[src/rtl/vga_sync_decoder.sv]
// vga_sync_decoder: receive side of a VGA link.
// Resynchronises hsync/vsync/pixel, recovers the raster position, measures
// line and frame timing against the expected mode, and presents the active
// area as a pixel stream with coordinates once the timing has locked.
//
// Handshake: pix_valid has no ready. Each cycle with pix_valid = 1 carries
// one active-area pixel (pix_data at pix_x/pix_y), and the sink must take it.
module vga_sync_decoder #(
    parameter int H_TOTAL         = 800,
    parameter int H_SYNC          = 96,
    parameter int H_BP            = 48,
    parameter int H_ACTIVE        = 640,
    parameter int V_TOTAL         = 525,
    parameter int V_SYNC          = 2,
    parameter int V_BP            = 33,
    parameter int V_ACTIVE        = 480,
    parameter int SYNC_ACTIVE_LOW = 1,
    parameter int LOCK_FRAMES     = 2
) (
    input  logic       clk,
    input  logic       rst_n,
    input  logic       hsync_in,
    input  logic       vsync_in,
    input  logic [2:0] pixel_in,
    output logic       pix_valid,
    output logic [9:0] pix_x,
    output logic [9:0] pix_y,
    output logic [2:0] pix_data,
    output logic       frame_start,
    output logic       locked,
    output logic [9:0] line_len,
    output logic [9:0] frame_lines,
    output logic       timing_err,
    output logic [1:0] dbg_state
);

    localparam logic [9:0] CNT_MAX     = 10'd1023;
    localparam logic [9:0] H_TOTAL_W   = 10'(H_TOTAL);
    localparam logic [9:0] V_TOTAL_W   = 10'(V_TOTAL);
    localparam logic [9:0] H_START     = 10'(H_SYNC + H_BP);
    localparam logic [9:0] H_END       = 10'(H_SYNC + H_BP + H_ACTIVE);
    localparam logic [9:0] V_START     = 10'(V_SYNC + V_BP);
    localparam logic [9:0] V_END       = 10'(V_SYNC + V_BP + V_ACTIVE);
    localparam logic [3:0] LOCK_TARGET = 4'(LOCK_FRAMES);
    localparam logic       SYNC_INV    = (SYNC_ACTIVE_LOW != 0);

    typedef enum logic [1:0] {
        SEARCH = 2'd0,
        CHECK  = 2'd1,
        LOCKED = 2'd2
    } state_t;

    // Input pipeline: polarity is normalised on entry so 1 always means asserted
    logic       hs_s1_q, hs_s2_q;
    logic       vs_s1_q, vs_s2_q;
    logic [2:0] pix_s1_q, pix_s2_q;

    // Raster counters and measurements; hcnt_q/vcnt_q describe the pixel in pix_s2_q
    logic [9:0] hcnt_q, hcnt_d;
    logic [9:0] vcnt_q, vcnt_d;
    logic [9:0] line_len_q, line_len_d;
    logic [9:0] frame_lines_q, frame_lines_d;
    logic       vpend_q, vpend_d;
    logic       frame_start_q;

    // Lock FSM
    state_t     state_q;
    logic [3:0] good_cnt_q;
    logic       locked_q;
    logic       timing_err_q;

    // Output stage
    logic       pix_valid_q;
    logic [9:0] pix_x_q, pix_y_q;
    logic [2:0] pix_data_q;

    // Combinational helpers
    logic       hedge, vedge, fs_d;
    logic [9:0] hcnt_inc, vcnt_inc;
    logic       line_bad, frame_bad, sync_lost;
    logic       gain_lock, lose_lock, locked_nxt;
    logic       h_win, v_win;

    // Two-flop resynchroniser; all three inputs share the same delay
    always_ff @(posedge clk or negedge rst_n) begin
        if (!rst_n) begin
            hs_s1_q  <= 1'b0;
            hs_s2_q  <= 1'b0;
            vs_s1_q  <= 1'b0;
            vs_s2_q  <= 1'b0;
            pix_s1_q <= 3'd0;
            pix_s2_q <= 3'd0;
        end else begin
            hs_s1_q  <= hsync_in ^ SYNC_INV;
            hs_s2_q  <= hs_s1_q;
            vs_s1_q  <= vsync_in ^ SYNC_INV;
            vs_s2_q  <= vs_s1_q;
            pix_s1_q <= pixel_in;
            pix_s2_q <= pix_s1_q;
        end
    end

    // Edge detection, counter next values, timing measurements and lock decisions
    always_comb begin
        hedge    = hs_s1_q & ~hs_s2_q;
        vedge    = vs_s1_q & ~vs_s2_q;
        hcnt_inc = (hcnt_q == CNT_MAX) ? CNT_MAX : hcnt_q + 10'd1;
        vcnt_inc = (vcnt_q == CNT_MAX) ? CNT_MAX : vcnt_q + 10'd1;
        fs_d     = hedge & (vpend_q | vedge);

        hcnt_d        = hedge ? 10'd0 : hcnt_inc;
        line_len_d    = hedge ? hcnt_inc : line_len_q;
        vcnt_d        = vcnt_q;
        frame_lines_d = frame_lines_q;
        vpend_d       = vpend_q;
        if (fs_d) begin
            vcnt_d        = 10'd0;
            frame_lines_d = vcnt_inc;
            vpend_d       = 1'b0;
        end else begin
            if (hedge) begin
                vcnt_d = vcnt_inc;
            end
            if (vedge) begin
                vpend_d = 1'b1;
            end
        end

        line_bad  = hedge & (line_len_d != H_TOTAL_W);
        frame_bad = fs_d & (frame_lines_d != V_TOTAL_W);
        sync_lost = (hcnt_d == CNT_MAX) | (vcnt_d == CNT_MAX);

        gain_lock  = (state_q == CHECK) & fs_d & ~line_bad & ~frame_bad &
                     ((good_cnt_q + 4'd1) == LOCK_TARGET);
        lose_lock  = (state_q == LOCKED) & (line_bad | frame_bad | sync_lost);
        locked_nxt = (locked_q & ~lose_lock) | gain_lock;

        h_win = (hcnt_q >= H_START) && (hcnt_q < H_END);
        v_win = (vcnt_q >= V_START) && (vcnt_q < V_END);
    end

    // Raster counters, measured line/frame lengths and the frame-start pulse
    always_ff @(posedge clk or negedge rst_n) begin
        if (!rst_n) begin
            hcnt_q        <= 10'd0;
            vcnt_q        <= 10'd0;
            line_len_q    <= 10'd0;
            frame_lines_q <= 10'd0;
            vpend_q       <= 1'b0;
            frame_start_q <= 1'b0;
        end else begin
            hcnt_q        <= hcnt_d;
            vcnt_q        <= vcnt_d;
            line_len_q    <= line_len_d;
            frame_lines_q <= frame_lines_d;
            vpend_q       <= vpend_d;
            frame_start_q <= fs_d;
        end
    end

    // Lock FSM: one partial frame is skipped in SEARCH, CHECK counts good frames
    always_ff @(posedge clk or negedge rst_n) begin
        if (!rst_n) begin
            state_q      <= SEARCH;
            good_cnt_q   <= 4'd0;
            locked_q     <= 1'b0;
            timing_err_q <= 1'b0;
        end else begin
            timing_err_q <= 1'b0;
            case (state_q)
                SEARCH: begin
                    if (fs_d) begin
                        state_q    <= CHECK;
                        good_cnt_q <= 4'd0;
                    end
                end
                CHECK: begin
                    if (line_bad || frame_bad) begin
                        state_q <= SEARCH;
                    end else if (gain_lock) begin
                        state_q  <= LOCKED;
                        locked_q <= 1'b1;
                    end else if (fs_d) begin
                        good_cnt_q <= good_cnt_q + 4'd1;
                    end
                end
                LOCKED: begin
                    if (lose_lock) begin
                        state_q      <= SEARCH;
                        locked_q     <= 1'b0;
                        timing_err_q <= 1'b1;
                    end
                end
                default: begin
                    state_q  <= SEARCH;
                    locked_q <= 1'b0;
                end
            endcase
        end
    end

    // Output stage: one register after the pipeline, so data/coords/valid align
    always_ff @(posedge clk or negedge rst_n) begin
        if (!rst_n) begin
            pix_valid_q <= 1'b0;
            pix_x_q     <= 10'd0;
            pix_y_q     <= 10'd0;
            pix_data_q  <= 3'd0;
        end else begin
            pix_valid_q <= h_win & v_win & locked_nxt;
            pix_x_q     <= hcnt_q - H_START;
            pix_y_q     <= vcnt_q - V_START;
            pix_data_q  <= pix_s2_q;
        end
    end

    assign pix_valid   = pix_valid_q;
    assign pix_x       = pix_x_q;
    assign pix_y       = pix_y_q;
    assign pix_data    = pix_data_q;
    assign frame_start = frame_start_q;
    assign locked      = locked_q;
    assign line_len    = line_len_q;
    assign frame_lines = frame_lines_q;
    assign timing_err  = timing_err_q;
    assign dbg_state   = state_q;

endmodule

[config.mk]
export PLATFORM = sky130hd
export DESIGN_NAME = vga_sync_decoder
export DESIGN_NICKNAME = d
export VERILOG_FILES = /design/src/rtl/vga_sync_decoder.sv
export SDC_FILE = /design/constraint.sdc
export NUM_CORES = 1
export LEC_CHECK = 0
export BUFFER_PORTS_ARGS = -buffer_cell sky130_fd_sc_hd__buf_2
export CORE_MARGIN = 5
export CORE_UTILIZATION = 40
export CTS_BUF_LIST = sky130_fd_sc_hd__clkbuf_4 sky130_fd_sc_hd__clkbuf_8 sky130_fd_sc_hd__clkbuf_16
export DETAILED_ROUTE_END_ITERATION = 8
export PLACE_DENSITY = 0.68
export SLEW_MARGIN = 5
export SYNTH_ARGS = -nofsm -noshare
export SYNTH_HDL_FRONTEND = slang
export SYNTH_SLANG_ARGS = --single-unit
[constraint.sdc]
create_clock -name clk -period 4.7 [get_ports clk]
set_input_delay 0.235 -clock clk [delete_from_list [all_inputs] [get_ports clk]]
set_output_delay 0.235 -clock clk [all_outputs]
set_load 0.03 [all_outputs]
======== Word level (Yosys, flattened, before mapping) ========
Index checks and enable logic that the tools add are counted.
storage, ports and cells
  bits of input ports ..................... 7
  word-level logic and storage cells ...... 105
  register bits ........................... 84
  output and inout bits ................... 49
operators by class
  bitwise operators ....................... 26
  $lt $le $gt $ge ......................... 4
  mux-type cells .......................... 25
  $add $sub $neg .......................... 5
  reductions and logical operators ........ 9
  equal/unequal tests ..................... 16
operators by type and width
  cell                                                                    count
  10-bit 2-to-1 mux                                                       7
  10-bit == test, second input constant                                   4
  10-bit by 1-bit adder with 10-bit output, second input constant         2
  10-bit < comparator, second input constant                              2
  10-bit != test, second input constant                                   2
  4-bit 2-to-1 mux                                                        4
  1-bit AND                                                               13
  2-bit != test, second input constant                                    6
  10-bit by 6-bit >= comparator with 1-bit output, second input constant  1
  10-bit by 8-bit >= comparator with 1-bit output, second input constant  1
  10-bit by 6-bit subtractor with 10-bit output, second input constant    1
  10-bit by 8-bit subtractor with 10-bit output, second input constant    1
  2-bit 2-to-1 mux                                                        4
  1-bit inverter                                                          8
  4-bit case mux with 2 select lines                                      1
  1-bit 2-to-1 mux                                                        7
  2-bit case mux with 3 select lines                                      1
  1-bit bitwise OR                                                        5
  5-bit AND reduction                                                     1
  4-bit by 1-bit adder with 4-bit output, second input constant           1
  4-bit by 2-bit == test with 1-bit output, second input constant         1
  4-bit AND reduction                                                     1
  2-bit nonzero test                                                      2
  3-bit by 2-bit != test with 1-bit output, second input constant         1
  7 further kinds                                                         8

======== Depth between registers and ports, before layout ========
  depth after elaboration ................. 14
  mapped depth ............................ 12
  gate-level depth less buffers ........... 9

======== Worst setup path after synthesis ========
OpenSTA, ideal clock, no wires.
  path type ............................... register -> register
  start ................................... reg vcnt_q[0]
  end ..................................... reg good_cnt_q[1]
  clock period less this slack ............ 2957 ps
  library setup time ...................... 125 ps
  arrival ................................. 2832 ps
  setup slack ............................. 1743 ps
  cell stages (with the launch flop) ...... 12
  buffers on the path ..................... 2
  cell sequence ........................... dfrtp_1 ha_1 clkbuf_8 and4_1 buf_6 nand4_1 nor3b_1 or4_4 nor4_4 a21boi_2 nor4b_4 mux2_4
on the way
  word-level cells in the longest chain between the ends .. 10
ends and longest elaborated chain
  what                                                                               RTL line  RTL
  start: declaration                                                                 60        logic [9:0] vcnt_q, vcnt_d;
  start signal: assignment                                                           153       vcnt_q <= vcnt_d;
  10-bit by 1-bit adder with 10-bit output / 10-bit == test (equally long branches)  108       vcnt_inc = (vcnt_q == CNT_MAX) ? CNT_MAX : vcnt_q + 10'd1;
  10-bit 2-to-1 mux *                                                                108
  10-bit 2-to-1 mux *                                                                116       if (fs_d) begin
  10-bit != test *                                                                   130       frame_bad = fs_d & (frame_lines_d != V_TOTAL_W);
  1-bit AND *                                                                        130
  1-bit inverter                                                                     133       gain_lock = (state_q == CHECK) & fs_d & ~line_bad & ~frame_bad &
  1-bit AND (2 in series)                                                            133
  2-bit != test (no source line)                                                     n/a
  5-bit AND reduction (no source line) *                                             n/a
  end signal: assignment                                                             184       good_cnt_q <= good_cnt_q + 4'd1;
  end: declaration                                                                   68        logic [3:0] good_cnt_q;
Every way passes the cells marked *; elsewhere a longest branch is shown, timed or not.
A chain may end at the register's enable or synchronous reset.

======== Final worst setup path ========
  start ................................... reg vs_s1_q
  end ..................................... reg good_cnt_q[1]
on the way
  word-level cells in the longest chain between the ends .. 11
ends and longest elaborated chain
  what                                    RTL line  RTL
  start: declaration                      55        logic vs_s1_q, vs_s2_q;
  start signal: assignment                96        vs_s1_q <= vsync_in ^ SYNC_INV;
  1-bit AND *                             106       vedge = vs_s1_q & ~vs_s2_q;
  1-bit bitwise OR *                      109       fs_d = hedge & (vpend_q | vedge);
  1-bit AND *                             109
  10-bit 2-to-1 mux                       116
  10-bit != test                          130
  1-bit AND                               130
  1-bit inverter                          133
  1-bit AND (2 in series)                 133
  2-bit != test (no source line)          n/a
  5-bit AND reduction (no source line) *  n/a
Marked as above.

==> impl_metrics.env <==
export IMPL_antenna_left=0
export IMPL_crit_slowest_cell="o21ai_2"
export IMPL_ys_ff_latch=84
export IMPL_synth_top_area_share=0.528
export IMPL_pre_cts_slack_ns=1.23
export IMPL_dr_pass1_iters=6
export IMPL_relSlewSlack=0.323
export IMPL_gp_congestion=0.900
export IMPL_insertion_delay_ns=0.35
export IMPL_placed_area_um2=4260
export IMPL_crit_path_end_kind="flop"
export IMPL_drtIter0Drc=221
export IMPL_finalHoldViolations=0
export IMPL_io_pins=56
export IMPL_grt_pass1_wl_mm=14.4
export IMPL_finalCriticalPeriod_ns=3.46
export IMPL_viasPerCell=5.19
export IMPL_yosysUniqueCellTypes=64
export IMPL_leakage_nw=1.98
export IMPL_fin_ws_ns=1.24
export IMPL_critPathLaunchType="flop"
export IMPL_area_growth_pct=12.2
export IMPL_ys_seq_area_frac=0.528
export IMPL_critPathMaxStageDelay_ns=0.54
export IMPL_globalRouteOverflowTotal=0
export IMPL_cts_buffers_inserted=9
export IMPL_cts_tree="built"
export IMPL_p_per_area_nw_per_um2=369
export IMPL_crit_arrival_ns=3.70
export IMPL_hpwl_mm=6.11
export IMPL_postLayoutCellArea_um2=4460
export IMPL_wl_per_cell_um=15.1
export IMPL_status="finished clean"
export IMPL_cts_resized=0
export IMPL_worstMarginPinSlew_ns=1.02
export IMPL_critPathKind="flop to flop"
export IMPL_cts_path_max_buffers=2
export IMPL_synth_edf_count=0
export IMPL_nFillCells=937
export IMPL_ys_top_cells_by_count="dfrtp_1 (84), nor2_1 (42), nand2_1 (29)"
export IMPL_synthCells=383
export IMPL_drive_gt1_frac=0.214
export IMPL_cts_max_level=3
export IMPL_wl_mm=8.56
export IMPL_cts_root_buf="clkbuf_8"
export IMPL_rsz0062_at_grt="false"
export IMPL_maxCapViolations=0
export IMPL_cts_setup_buffers=0
export IMPL_cp_max_fo=17
export IMPL_synth_nets=398
export IMPL_syn_avg_cell_area_um2=10.4
export IMPL_min_path_type="input port to flop"
export IMPL_netlist_area_um2=3980
export IMPL_path_clk_slew_ns=0.08
export IMPL_maxSlewViolCount=0
export IMPL_irDropWorstVdd_v=0.000178
export IMPL_worstPathCellList="and2b_2 -> o21ai_2 -> inv_1 -> o311a_2 -> or4_4 -> nor4_4 -> a21boi_2 -> nor4b_4 -> mux2_4"
export IMPL_dieArea_um2=12000
export IMPL_yosysMostFrequentCell="dfrtp_1"
export IMPL_grt_pass1_vias=2867
export IMPL_row_count=36
export IMPL_portBuffers=55
export IMPL_ys_async_sr_fraction=1.00
export IMPL_antenna_cells=0
export IMPL_core_um2=9730
export IMPL_die_h_um=110
export IMPL_skew_ns=0.0101
export IMPL_layout_nets=446
export IMPL_die_w_um=110
export IMPL_drc=0
export IMPL_antenna_found_initial=0
export IMPL_tns_ns=0
export IMPL_cp_data_required_time_ns=4.94
export IMPL_setup_viol=0
export IMPL_grt_max_degree=85
export IMPL_power_w=0.00165
export IMPL_holdWs_ns=0.0376
export IMPL_cts_sinks=84
export IMPL_synth_area_top_cells="dfrtp_1 (53%), nor2_1 (4.0%), nand2_1 (2.7%)"
export IMPL_post_route_period_util=0.737
export IMPL_start_util=0.409
export IMPL_yosys_warnings=0
export IMPL_yosysTopAreaCell="dfrtp_1"
export IMPL_max_freq_ghz=0.289
export IMPL_grt_usage=0.155
export IMPL_via_count=2943
export IMPL_synth_ff_type="dfrtp_1"
export IMPL_cts_hold_buf=3
-- worst max-delay path, delay by kind of cell, from the launching register on --
family | cells | cell delay (ns)
compound gates | 3 | 0.90
mux | 1 | 0.33
simple gates | 4 | 1.34
buf+inv | 1 | 0.38
flops | 1 | 0.38
-- worst paths after layout --
check / startpoint / to / slack (ns) / cells past startpoint
worst max register to register: vs_s1_q$_DFF_PN0_ / good_cnt_q[1]$_DFFE_PN0P_ / 1.24 / 9
max in group asynchronous: rst_n / pix_x[0]$_DFF_PN0_ / 3.99 / 1
worst max-delay path: vs_s1_q$_DFF_PN0_ / good_cnt_q[1]$_DFFE_PN0P_ / 1.24 / 9
min in group asynchronous: rst_n / pix_s2_q[2]$_DFF_PN0_ / 0.05 / 1
worst min register to register: pix_s2_q[2]$_DFF_PN0_ / pix_data[2]$_DFF_PN0_ / 0.35 / 0
worst min-delay path: vsync_in / vs_s1_q$_DFF_PN0_ / 0.04 / 2
-- layout make-up --
type	instances	area, um2	area share
Tap cell	133	166	0.0373
Sequential cell	84	2100	0.471
Timing Repair Buffer	61	333	0.0746
Clock buffer	12	153	0.0342
Multi-Input combinational cell	253	1620	0.362
Inverter	22	82.6	0.0185
Clock inverter	2	12.5	0.00280
-- kinds of logic after synthesis --
kind of cell,count (synthesis),share of synthesized area
AO/OA/AOI/OAI,84,0.140
XOR/XNOR,17,0.0374
adder cells (fa/ha/maj),8,0.0252
buffers and inverters,46,0.0660
flip-flops,84,0.528
multiplexers,4,0.0113
AND/OR/NAND/NOR,140,0.192
-- through the flow --
step / utilization / std cells
5_1_grt: 0.459 / 567
3_3_place_gp: 0.438 / 549
3_5_place_dp: 0.438 / 549
4_1_cts: 0.458 / 566
2_1_floorplan: - / 383
6_report: 0.459 / 567
-- state kept, by name, summed over array words and instances, names as in the netlist, 2 cells and up --
signal       count
pix_data         3
pix_s2_q         3
vcnt_q          10
frame_lines     10
pix_y           10
line_len        10
dbg_state        2
pix_x           10
hcnt_q          10
pix_s1_q         3
good_cnt_q       4
-- cells in the final DEF, fill, tap and decap left out, types with 3 or more instances in the layout --
| master | Yosys | routed |
|---|---|---|
| nand2b_1 | 5 | 5 |
| o21ai_0 | 18 | 18 |
| dfrtp_1 | 84 | 84 |
| xnor2_1 | 11 | 11 |
| a21oi_1 | 15 | 15 |
| inv_1 | 22 | 22 |
| nor4_1 | 5 | 5 |
| o22ai_1 | 3 | 3 |
| o31ai_1 | 4 | 4 |
| clkbuf_8 | 6 | 10 |
| or3_1 | 3 | 3 |
| nor3_1 | 9 | 9 |
| o211ai_1 | 4 | 4 |
| o21a_1 | 3 | 3 |
| nor2_1 | 42 | 42 |
| a21o_1 | 3 | 3 |
| buf_4 | 3 | 3 |
| dlygate4sd3_1 | 0 | 4 |
| xor2_1 | 6 | 6 |
| nand2_1 | 29 | 29 |
| and4_1 | 4 | 4 |
| a31oi_1 | 14 | 14 |
| nand4_1 | 7 | 7 |
| ha_1 | 8 | 8 |
| mux2i_1 | 3 | 3 |
| nand3_1 | 9 | 9 |
| nand4b_1 | 3 | 3 |
| buf_2 | 3 | 54 |
-- routing by layer --
metal  up-vias  wire length [um]  track usage
met1      1385              3870        0.208
li1       1444                 -            -
met2        97              4020        0.233
met5         -                 0            0
met3        17               483       0.0458
met4         0               184       0.0659
-- where the power goes --
part / total [W] / internal, W / switching (W)
Sequential: 0.000854 / 0.000795 / 0.0000592
Combinational: 0.000347 / 0.000106 / 0.000241
Clock: 0.000444 / 0.000212 / 0.000233
No activity file was read; power rests on OpenSTA's default activity.
